--- src/rtl/vga_timing_pkg.sv ---
// 640x480@60 timing constants shared by the VGA sync generator and the
// sync receiver, plus the receiver's tracking-state encoding.
package vga_timing_pkg;

  localparam int H_ACTIVE   = 640;
  localparam int H_FRONT    = 16;
  localparam int H_SYNC     = 96;
  localparam int H_TOTAL    = 800;
  localparam int V_ACTIVE   = 480;
  localparam int V_FRONT    = 10;
  localparam int V_SYNC     = 2;
  localparam int V_TOTAL    = 525;
  localparam int LOCK_LINES = 4;

  localparam int HS_START = H_ACTIVE + H_FRONT;
  localparam int VS_START = V_ACTIVE + V_FRONT;

  // Receiver tracking states, kept as plain constants for the legacy tools.
  localparam logic [1:0] SEARCH  = 2'd0;
  localparam logic [1:0] H_TRACK = 2'd1;
  localparam logic [1:0] V_TRACK = 2'd2;
  localparam logic [1:0] LOCKED  = 2'd3;

endpackage

--- src/rtl/vga_pos_predictor.sv ---
// Free-running h/v position predictor for the sync receiver. h and v name the
// pixel currently held in the receiver's sync input registers.
module vga_pos_predictor #(
  parameter int H_ACTIVE = vga_timing_pkg::H_ACTIVE,
  parameter int H_FRONT  = vga_timing_pkg::H_FRONT,
  parameter int H_SYNC   = vga_timing_pkg::H_SYNC,
  parameter int H_TOTAL  = vga_timing_pkg::H_TOTAL,
  parameter int V_ACTIVE = vga_timing_pkg::V_ACTIVE,
  parameter int V_FRONT  = vga_timing_pkg::V_FRONT,
  parameter int V_SYNC   = vga_timing_pkg::V_SYNC,
  parameter int V_TOTAL  = vga_timing_pkg::V_TOTAL
) (
  input  logic       clk,
  input  logic       reset,
  input  logic       clear,
  input  logic       load_h,
  input  logic       load_v,
  output logic [9:0] h,
  output logic [9:0] v,
  output logic       exp_hs,
  output logic       exp_vs,
  output logic       h_wrap
);

  localparam logic [9:0] HS_START = 10'(H_ACTIVE + H_FRONT);
  localparam logic [9:0] HS_END   = 10'(H_ACTIVE + H_FRONT + H_SYNC);
  localparam logic [9:0] VS_START = 10'(V_ACTIVE + V_FRONT);
  localparam logic [9:0] VS_END   = 10'(V_ACTIVE + V_FRONT + V_SYNC);
  localparam logic [9:0] H_LAST   = 10'(H_TOTAL - 1);
  localparam logic [9:0] V_LAST   = 10'(V_TOTAL - 1);

  logic v_wrap;

  assign h_wrap = (h == H_LAST);
  assign v_wrap = (v == V_LAST);
  assign exp_hs = !((h >= HS_START) && (h < HS_END));
  assign exp_vs = !((v >= VS_START) && (v < VS_END));

  // Loads mean "the pixel being evaluated now sits at this position", so the
  // registered value is the position of the following pixel.
  always_ff @(posedge clk or negedge reset) begin
    if (!reset) begin
      // NOTE: sequential state is written with non-blocking assignments only.
      h <= '0;
      v <= '0;
    end else if (clear) begin
      h <= '0;
      v <= '0;
    end else if (load_h) begin
      h <= HS_START + 10'd1;
      v <= '0;
    end else begin
      h <= h_wrap ? 10'd0 : h + 10'd1;
      if (load_v)      v <= VS_START;
      else if (h_wrap) v <= v_wrap ? 10'd0 : v + 10'd1;
    end
  end

endmodule

--- src/rtl/vga_sync_rx.sv ---
// VGA sync receiver: flywheel-locks to incoming hsync/vsync, rebuilds the
// pixel position and flags any deviation from the predicted sync levels.
module vga_sync_rx #(
  parameter int H_ACTIVE   = vga_timing_pkg::H_ACTIVE,
  parameter int H_FRONT    = vga_timing_pkg::H_FRONT,
  parameter int H_SYNC     = vga_timing_pkg::H_SYNC,
  parameter int H_TOTAL    = vga_timing_pkg::H_TOTAL,
  parameter int V_ACTIVE   = vga_timing_pkg::V_ACTIVE,
  parameter int V_FRONT    = vga_timing_pkg::V_FRONT,
  parameter int V_SYNC     = vga_timing_pkg::V_SYNC,
  parameter int V_TOTAL    = vga_timing_pkg::V_TOTAL,
  parameter int LOCK_LINES = vga_timing_pkg::LOCK_LINES
) (
  input  logic       clk,
  input  logic       reset,
  input  logic       hsync,
  input  logic       vsync,
  output logic [9:0] hpos,
  output logic [9:0] vpos,
  output logic       display_on,
  output logic       locked,
  output logic       frame_start,
  output logic       error,
  output logic [7:0] err_count
);

  import vga_timing_pkg::SEARCH;
  import vga_timing_pkg::H_TRACK;
  import vga_timing_pkg::V_TRACK;
  import vga_timing_pkg::LOCKED;

  localparam logic [9:0] VS_START = 10'(V_ACTIVE + V_FRONT);
  localparam logic [9:0] H_ACT    = 10'(H_ACTIVE);
  localparam logic [9:0] V_ACT    = 10'(V_ACTIVE);
  localparam int         LW       = $clog2(LOCK_LINES + 1);
  localparam logic [LW-1:0] LOCK_FULL = LW'(LOCK_LINES);

  logic          hs_r, vs_r, hs_d, vs_d;
  logic [1:0]    state, state_n;
  logic [LW-1:0] line_ok, line_ok_n;
  logic [9:0]    h, v;
  logic          exp_hs, exp_vs, h_wrap;
  logic          clear, load_h, load_v, going_locked, err_hit, lock_now;
  logic          hs_fall, vs_fall, h_mis, v_mis;

  vga_pos_predictor #(
    .H_ACTIVE(H_ACTIVE), .H_FRONT(H_FRONT), .H_SYNC(H_SYNC), .H_TOTAL(H_TOTAL),
    .V_ACTIVE(V_ACTIVE), .V_FRONT(V_FRONT), .V_SYNC(V_SYNC), .V_TOTAL(V_TOTAL)
  ) u_pred (
    .clk(clk), .reset(reset), .clear(clear), .load_h(load_h), .load_v(load_v),
    .h(h), .v(v), .exp_hs(exp_hs), .exp_vs(exp_vs), .h_wrap(h_wrap)
  );

  assign hs_fall  = hs_d & ~hs_r;
  assign vs_fall  = vs_d & ~vs_r;
  assign h_mis    = (hs_r != exp_hs);
  assign v_mis    = (vs_r != exp_vs);
  assign lock_now = (state == LOCKED) || going_locked;

  always_comb begin
    // NOTE: every combinational output gets a default first so no latch is inferred.
    state_n      = state;
    line_ok_n    = line_ok;
    clear        = 1'b0;
    load_h       = 1'b0;
    load_v       = 1'b0;
    going_locked = 1'b0;
    err_hit      = 1'b0;
    case (state)
      SEARCH: begin
        if (hs_fall) begin
          load_h    = 1'b1;
          line_ok_n = '0;
          state_n   = H_TRACK;
        end else begin
          clear = 1'b1;
        end
      end
      H_TRACK: begin
        if (h_mis) begin
          state_n = SEARCH;
        end else begin
          if (h_wrap && line_ok != LOCK_FULL) line_ok_n = line_ok + 1'b1;
          // A vsync edge before enough clean lines is simply ignored.
          if (vs_fall && line_ok == LOCK_FULL) begin
            if (h == 10'd0) begin
              load_v  = 1'b1;
              state_n = V_TRACK;
            end else begin
              state_n = SEARCH;
            end
          end
        end
      end
      V_TRACK: begin
        if (h_mis || v_mis) begin
          state_n = SEARCH;
        end else if (h == 10'd0 && v == VS_START) begin
          going_locked = 1'b1;
          state_n      = LOCKED;
        end
      end
      default: begin
        if (h_mis || v_mis) begin
          err_hit = 1'b1;
          state_n = SEARCH;
        end
      end
    endcase
  end

  always_ff @(posedge clk or negedge reset) begin
    if (!reset) begin
      hs_r        <= 1'b1;
      vs_r        <= 1'b1;
      hs_d        <= 1'b1;
      vs_d        <= 1'b1;
      state       <= SEARCH;
      line_ok     <= '0;
      hpos        <= '0;
      vpos        <= '0;
      display_on  <= 1'b0;
      locked      <= 1'b0;
      frame_start <= 1'b0;
      error       <= 1'b0;
      err_count   <= '0;
    end else begin
      hs_r    <= hsync;
      vs_r    <= vsync;
      hs_d    <= hs_r;
      vs_d    <= vs_r;
      state   <= state_n;
      line_ok <= line_ok_n;
      // Status describes the pixel just evaluated, so locked stays high on
      // the mismatching pixel and drops with the next one.
      hpos        <= (state == SEARCH) ? 10'd0 : h;
      vpos        <= (state == V_TRACK || state == LOCKED) ? v : 10'd0;
      locked      <= lock_now;
      display_on  <= lock_now && (h < H_ACT) && (v < V_ACT);
      frame_start <= lock_now && (h == 10'd0) && (v == 10'd0);
      error       <= err_hit;
      if (err_hit && err_count != 8'hFF) err_count <= err_count + 8'd1;
    end
  end

endmodule

--- config.mk ---
export PLATFORM = sky130hd
export DESIGN_NAME = vga_sync_rx
export DESIGN_NICKNAME = d
export VERILOG_FILES = /design/src/rtl/vga_timing_pkg.sv /design/src/rtl/vga_pos_predictor.sv /design/src/rtl/vga_sync_rx.sv
export SDC_FILE = /design/constraint.sdc
export NUM_CORES = 1
export LEC_CHECK = 0
export BUFFER_PORTS_ARGS = -buffer_cell sky130_fd_sc_hd__buf_2
export CELL_PAD_IN_SITES_DETAIL_PLACEMENT = 1
export CELL_PAD_IN_SITES_GLOBAL_PLACEMENT = 2
export CORE_AREA = 4 4 93 95
export DETAILED_ROUTE_END_ITERATION = 8
export DIE_AREA = 0 0 97 99
export HOLD_SLACK_MARGIN = 0.03
export PLACE_DENSITY = 0.81
export SYNTH_ARGS = -nofsm -noshare
export SYNTH_HDL_FRONTEND = slang
export SYNTH_SLANG_ARGS = --single-unit
export TNS_END_PERCENT = 5
--- constraint.sdc ---
create_clock -name clk -period 2.7 [get_ports clk]
set_input_delay 0.27 -clock clk [delete_from_list [all_inputs] [get_ports clk]]
set_output_delay 0.27 -clock clk [all_outputs]
set_load 0.01 [all_outputs]
==> results of run 1 <==
## power by group through the flow
stage,Sequential [W],Combinational [W],Clock [W]
after floorplan,0.00121,0.000499,0
after global placement,0.00120,0.000802,0
after detailed placement,0.00121,0.000821,0
after CTS,0.00119,0.000826,0.00103
after global routing,0.00122,0.000923,0.00108
final,0.00119,0.000807,0.000998
## cell usage after synthesis (2+ instances only)
cell type	number	area, um2
nand3_1	10	50.1
o21ai_0	15	75.1
dfrtp_1	57	1430
ha_1	12	150
nand3b_1	2	15.0
a22oi_1	2	15.0
a31oi_1	2	12.5
a21oi_1	16	80.1
nor2b_1	9	56.3
clkbuf_1	7	26.3
nand4_1	5	31.3
nand2_1	16	60.1
nor2_1	23	86.3
mux2_1	4	45.0
xor2_1	12	105
and3_1	11	68.8
nor3_1	8	40.0
nand4b_1	2	17.5
inv_1	14	52.6
or3_1	5	31.3
dfstp_2	4	105
xnor2_1	3	26.3
nor4_1	4	25.0
and2_1	8	50.1
nand2b_1	2	12.5
and4_1	2	17.5
## worst min path at each step
stage / start / end / depth (start not counted)
floorplan: reset / display_on / 0
global placement: reset / err_count[5] / 1
detailed placement: reset / err_count[5] / 1
CTS: hs_r / hs_d / 0
global route: hs_r / hs_d / 0
finish: hs_r / hs_d / 0
## final cells by class
class / instances / area [um2] / share of cell area (%)
Clock buffer: 10 / 138 / 3.96
Clock inverter: 6 / 110 / 3.17
Inverter: 14 / 52.6 / 1.51
Multi-Input combinational cell: 187 / 1230 / 35.4
Sequential cell: 61 / 1530 / 44.1
Tap cell: 102 / 128 / 3.67
Timing Repair Buffer: 47 / 285 / 8.21
## layout by cell type (no fill, tap or decap), types with 2 or more instances in the layout
| cell | n |
|---|---|
| nand2_1 | 16 |
| dlygate4sd3_1 | 3 |
| ha_1 | 12 |
| buf_4 | 8 |
| nor2_1 | 23 |
| and2_1 | 8 |
| dfrtp_1 | 57 |
| nand4_1 | 5 |
| nand3b_1 | 2 |
| a31oi_1 | 2 |
| bufinv_16 | 3 |
| o21ai_0 | 15 |
| nor2b_1 | 9 |
| nor3_1 | 8 |
| clkinvlp_4 | 2 |
| clkbuf_8 | 10 |
| nor4_1 | 4 |
| inv_1 | 14 |
| mux2_1 | 4 |
| nand2b_1 | 2 |
| a21oi_1 | 16 |
| and4_1 | 2 |
| xor2_1 | 12 |
| and3_1 | 11 |
| dfstp_2 | 4 |
| buf_2 | 35 |
| or3_1 | 5 |
| nand4b_1 | 2 |
| nand3_1 | 10 |
| xnor2_1 | 3 |
| a22oi_1 | 2 |
## flip-flops by register name (all words and copies together) (netlist names)
signal / count
error: 1
hpos: 10
state: 2
frame_start: 1
hs_r: 1
locked: 1
err_count: 8
hs_d: 1
display_on: 1
line_ok: 3
vs_d: 1
u_pred.h: 10
u_pred.v: 10
vs_r: 1
vpos: 10
## metal layers
layer  routed length [um]  vias to the layer above  global-route usage, %
li1                     -                     1043                      -
met1                 3040                     1062                   19.8
met2                 3000                       41                   23.1
met3                  277                       16                   4.03
met4                  195                        0                   7.78
met5                    0                        -                      0
## worst register-to-register path, cell delays in order, from the launching register on
cell	delay [ps]
dfrtp_1	450
or4b_4	560
or4_4	450
a211oi_4	380
nand3b_4	230
mux2_1	320
## logic make-up after synthesis
group	Yosys count	share of synthesized area, %
flip-flops	61	53.9
buffers and inverters	21	2.78
AND/OR/NAND/NOR	113	22.5
XOR/XNOR	15	4.63
AO/OA/AOI/OAI	43	9.30
adder cells (fa/ha/maj)	12	5.29
multiplexers	4	1.59
## stage by stage
stage | utilization [%] | setup WS (ps) | total power (W) | hold slack (ps) | instances
finish | 44.9 | 196 | 0.00299 | 400 | 427
floorplan | - | 330 | 0.00171 | -25.6 | 269
CTS | 44.9 | 188 | 0.00304 | 400 | 427
global placement | 41.4 | 270 | 0.00200 | 314 | 408
detailed placement | 41.4 | 194 | 0.00203 | 320 | 408
global route | 44.9 | 85.5 | 0.00322 | 411 | 427
## what timing repair did
item | in CTS | in global routing
setup buffers | 0 | 0
hold buffers | 3 | 0
endpoints found under the hold margin | 27 | 0
==> impl_metrics.tcl, run 1 <==
set metrics [dict create \
    h-tree-depth 3 \
    crit_end "err_count[1]" \
    cts_buffers 9 \
    fin_nets 336 \
    crit_path_max_fanout 8 \
    slowest_delay_ps 560 \
    via_count 2162 \
    fp.dieW_um 97 \
    overflow 0 \
    r2r-end "err_count[1]" \
    tightest_slew_ps 624 \
    yosys_warnings 0 \
    fmax_ghz 0.399 \
    cts_sinks 61 \
    antenna_found_initial 0 \
    hold_viol_final 0 \
    final_cell_area_mm2 0.00347 \
    core_mm2 0.00773 \
    globalplace.congestion 0.807 \
    drive_gt1_share_pct 21.5 \
    grt_max_degree 36 \
    grt_pass1_wl_um 11600 \
    maxCapViolCount 0 \
    area_growth_pct 22.3 \
    critPathBufInv 0 \
    leakagePower_nw 1.74 \
    async_flop_share_pct 100 \
    status "completed" \
    grt_pass1_vias 2275 \
    critPathTopFamily "simple AND/OR/NAND/NOR gates" \
    diodes 0 \
    ios 36 \
    synth.cell_area_mm2 0.00284 \
    cp.depth 5 \
    cts_tree "done" \
    slew_headroom_pct 58.4 \
    worstSetupStartpointType "register" \
    r2r_start "u_pred.v[2]" \
    yosysSeqAreaShare_pct 53.9 \
    dieArea_mm2 0.00960 \
    ys_ff_latch 61 \
    via_per_inst 5.06 \
    grt_util_all_layers_pct 15.1 \
    r2r_slack_ps 200 \
    wl_um 6510 \
    synthFlopType "dfrtp_1" \
    setup_viol 0 \
    drc 0 \
    critPathArrivalTime_ps 2720 \
    hp-class "reg -> reg" \
    period_needed_ps 2500 \
    ant_nets 0 \
    start_util_pct 36.7 \
    combPwrFrac_pct 27.0 \
    p_per_area_mw_per_mm2 862 \
    p_seq_share_pct 39.7 \
    cts_resized 0 \
    crit_start "u_pred.v[2]" \
    fillers 880 \
    worst_path_max_delay_cell "or4b_4" \
    wl_per_cell_um 15.2 \
    cts_buffer_depth 2 \
    syn-num-nets 285 \
    row_count 32 \
    fin_crit_sh_pct 92.8 \
    cts-root-buf "clkbuf_8" \
    worstSetupPathType "reg -> reg" \
    port_buffers 35 \
    power_switching_w 0.000972 \
    clock_latency_ps 340 \
    cp-end-kind "register" \
    crit_required_ps 2920 \
    ff2ff_path_depth 5 \
    irDropWorstVdd_mv 0.350 \
    tns_ps 0 \
    die_y_um 99 \
    hpwl_um 4730 \
    rsz0062_at_grt "false" \
    syn_avg_cell_area_um2 10.6 \
    syn_inst 269 \
    p_int_w 0.00202 \
    sw_frac_of_total_pct 32.5 \
    drtIter0Drc 111 \
    first_pass_iters 4 \
    clk_pin_slew_ps 70 \
    postPlaceCellArea_mm2 0.00320 \
    drv_slew 0 \
    yosysUniqueCellTypes 40 \
    clkPwrFrac_pct 33.3 \
    path_cells "or4b_4, or4_4, a211oi_4, nand3b_4, mux2_1" \
    synth_edf_count 0 \
    finClkSkew_ps 10.9 \
]
Power figures use the tool's default switching activity.
==> run 2: changes to the inputs <==
==> constraint.sdc (replaced) <==
create_clock -name clk -period 2.7 [get_ports clk]
set_input_delay 0.54 -clock clk [delete_from_list [all_inputs] [get_ports clk]]
set_output_delay 0.54 -clock clk [all_outputs]
set_load 0.01 [all_outputs]
==> impl_metrics.tcl, run 2 (same netlist as run 1, synthesis figures left out) <==
set metrics [dict create \
    status "completed" \
    crit_start "u_pred.v[2]" \
    dp_slack_ps 193 \
    slew_headroom_pct 52.2 \
    clkPwrFrac_pct 31.6 \
    p_int_w 0.00195 \
    irDropWorstVdd_mv 0.334 \
    first_pass_iters 4 \
    die_y_um 99 \
    leakagePower_nw 1.72 \
    p_seq_share_pct 40.9 \
    period_needed_ps 2530 \
    power_switching_w 0.000967 \
    cts_tree "done" \
    critPathBufInv 0 \
    finClkSkew_ps 7.90 \
    grt_pass1_vias 2370 \
    r2r_start "u_pred.v[2]" \
    crit_required_ps 2920 \
    row_count 32 \
    fmax_ghz 0.396 \
    dieArea_mm2 0.00960 \
    cts_resized 0 \
    critPathArrivalTime_ps 2750 \
    diodes 0 \
    core_mm2 0.00773 \
    via_count 2142 \
    path_cells "or4b_4, or4_4, a211oi_4, nand3b_4, mux2_1" \
    setup_viol 0 \
    fin_crit_sh_pct 93.6 \
    drv_slew 0 \
    worstSetupStartpointType "register" \
    cts_sinks 61 \
    worst_path_max_delay_cell "or4b_4" \
    h-tree-depth 3 \
    hold_viol_final 0 \
    grt_pass1_wl_um 11900 \
    drc 0 \
    grt_max_degree 33 \
    combPwrFrac_pct 27.4 \
    layout_common_cells "57 x dfrtp_1, 35 x buf_2, 23 x nor2_1, 16 x nand2_1, 16 x a21oi_1" \
    worstSetupPathType "reg -> reg" \
    tns_ps 0 \
    maxCapViolCount 0 \
    antenna_found_initial 0 \
    ant_nets 0 \
    clk_pin_slew_ps 70 \
    cp-end-kind "register" \
    overflow 0 \
    cts-root-buf "clkbuf_8" \
    post_cts_buffers 0 \
    hpwl_um 4800 \
    port_buffers 35 \
    grt_util_all_layers_pct 15.5 \
    sw_frac_of_total_pct 33.2 \
    slowest_delay_ps 560 \
    hp-class "in -> async" \
    p_per_area_mw_per_mm2 854 \
    tightest_slew_ps 717 \
    fin_nets 332 \
    drive_gt1_share_pct 21.2 \
    critPathTopFamily "simple AND/OR/NAND/NOR gates" \
    ios 36 \
    rsz0062_at_grt "false" \
    cts_buffer_depth 2 \
    fp.dieW_um 97 \
    area_growth_pct 20.2 \
    crit_path_max_fanout 8 \
    wl_per_cell_um 15.9 \
    clock_latency_ps 340 \
    cts_buffers 9 \
    postLayoutSetupSlackWorst_ps 172 \
    via_per_inst 5.06 \
    start_util_pct 36.7 \
    drtIter0Drc 76 \
    holdWs_ps 253 \
    globalplace.congestion 0.834 \
    wl_um 6720 \
    postCtsHoldBufs 0 \
    final_common_cell "dfrtp_1" \
]
-- run 2: cell types whose count changed in the layout (fill, tap and decap cells not counted) --
cell           change
bufinv_16          -1
clkbuf_8           +1
buf_4              -1
clkbuf_1           +1
clkinvlp_4         -2
dlygate4sd3_1      -3
clkinv_2           +1
-- run 2: final timing paths --
kind | to | slack [ps] | cells after the start
max | err_count[1] | 170 | 5
min | err_count[7] | 250 | 1
max reg2reg | err_count[1] | 170 | 5
min reg2reg | vs_d | 410 | 0
max in group asynchronous | hs_d | 1760 | 2
min in group clk | vs_r | 290 | 1
-- run 2: power by group through the flow --
stage	clock network [W]	registers [W]	logic, W
CTS	0.000954	0.00120	0.000824
finish	0.000923	0.00119	0.000800
global route	0.000994	0.00122	0.000928
floorplan	0	0.00121	0.000499
detailed placement	0	0.00121	0.000816
global placement	0	0.00120	0.000798
-- run 2: per-layer routing --
layer,up-vias,GRT usage [%],wire length (um)
li1,1032,-,-
met1,1056,19.9,3060
met2,41,25.2,3250
met3,13,3.26,274
met4,0,7.13,134
met5,-,0,0
-- run 2: per-stage QoR --
stage	area [um2]	total power (W)	utilization, %	std cells
2_1_floorplan	2840	0.00171	-	269
3_3_place_gp	3190	0.00200	41.3	407
3_5_place_dp	3190	0.00203	41.3	407
4_1_cts	3410	0.00298	44.2	423
5_1_grt	3410	0.00314	44.2	423
6_report	3410	0.00292	44.2	423
-- run 2: cell type report --
cell class                 instances  area, um2
fill                             882       4310
sequential                        61       1530
multi-input combinational        187       1230
timing repair buffer              43        248
clock buffer                      12        155
tap                              102        128
clock inverter                     4       70.1
inverter                          14       52.6
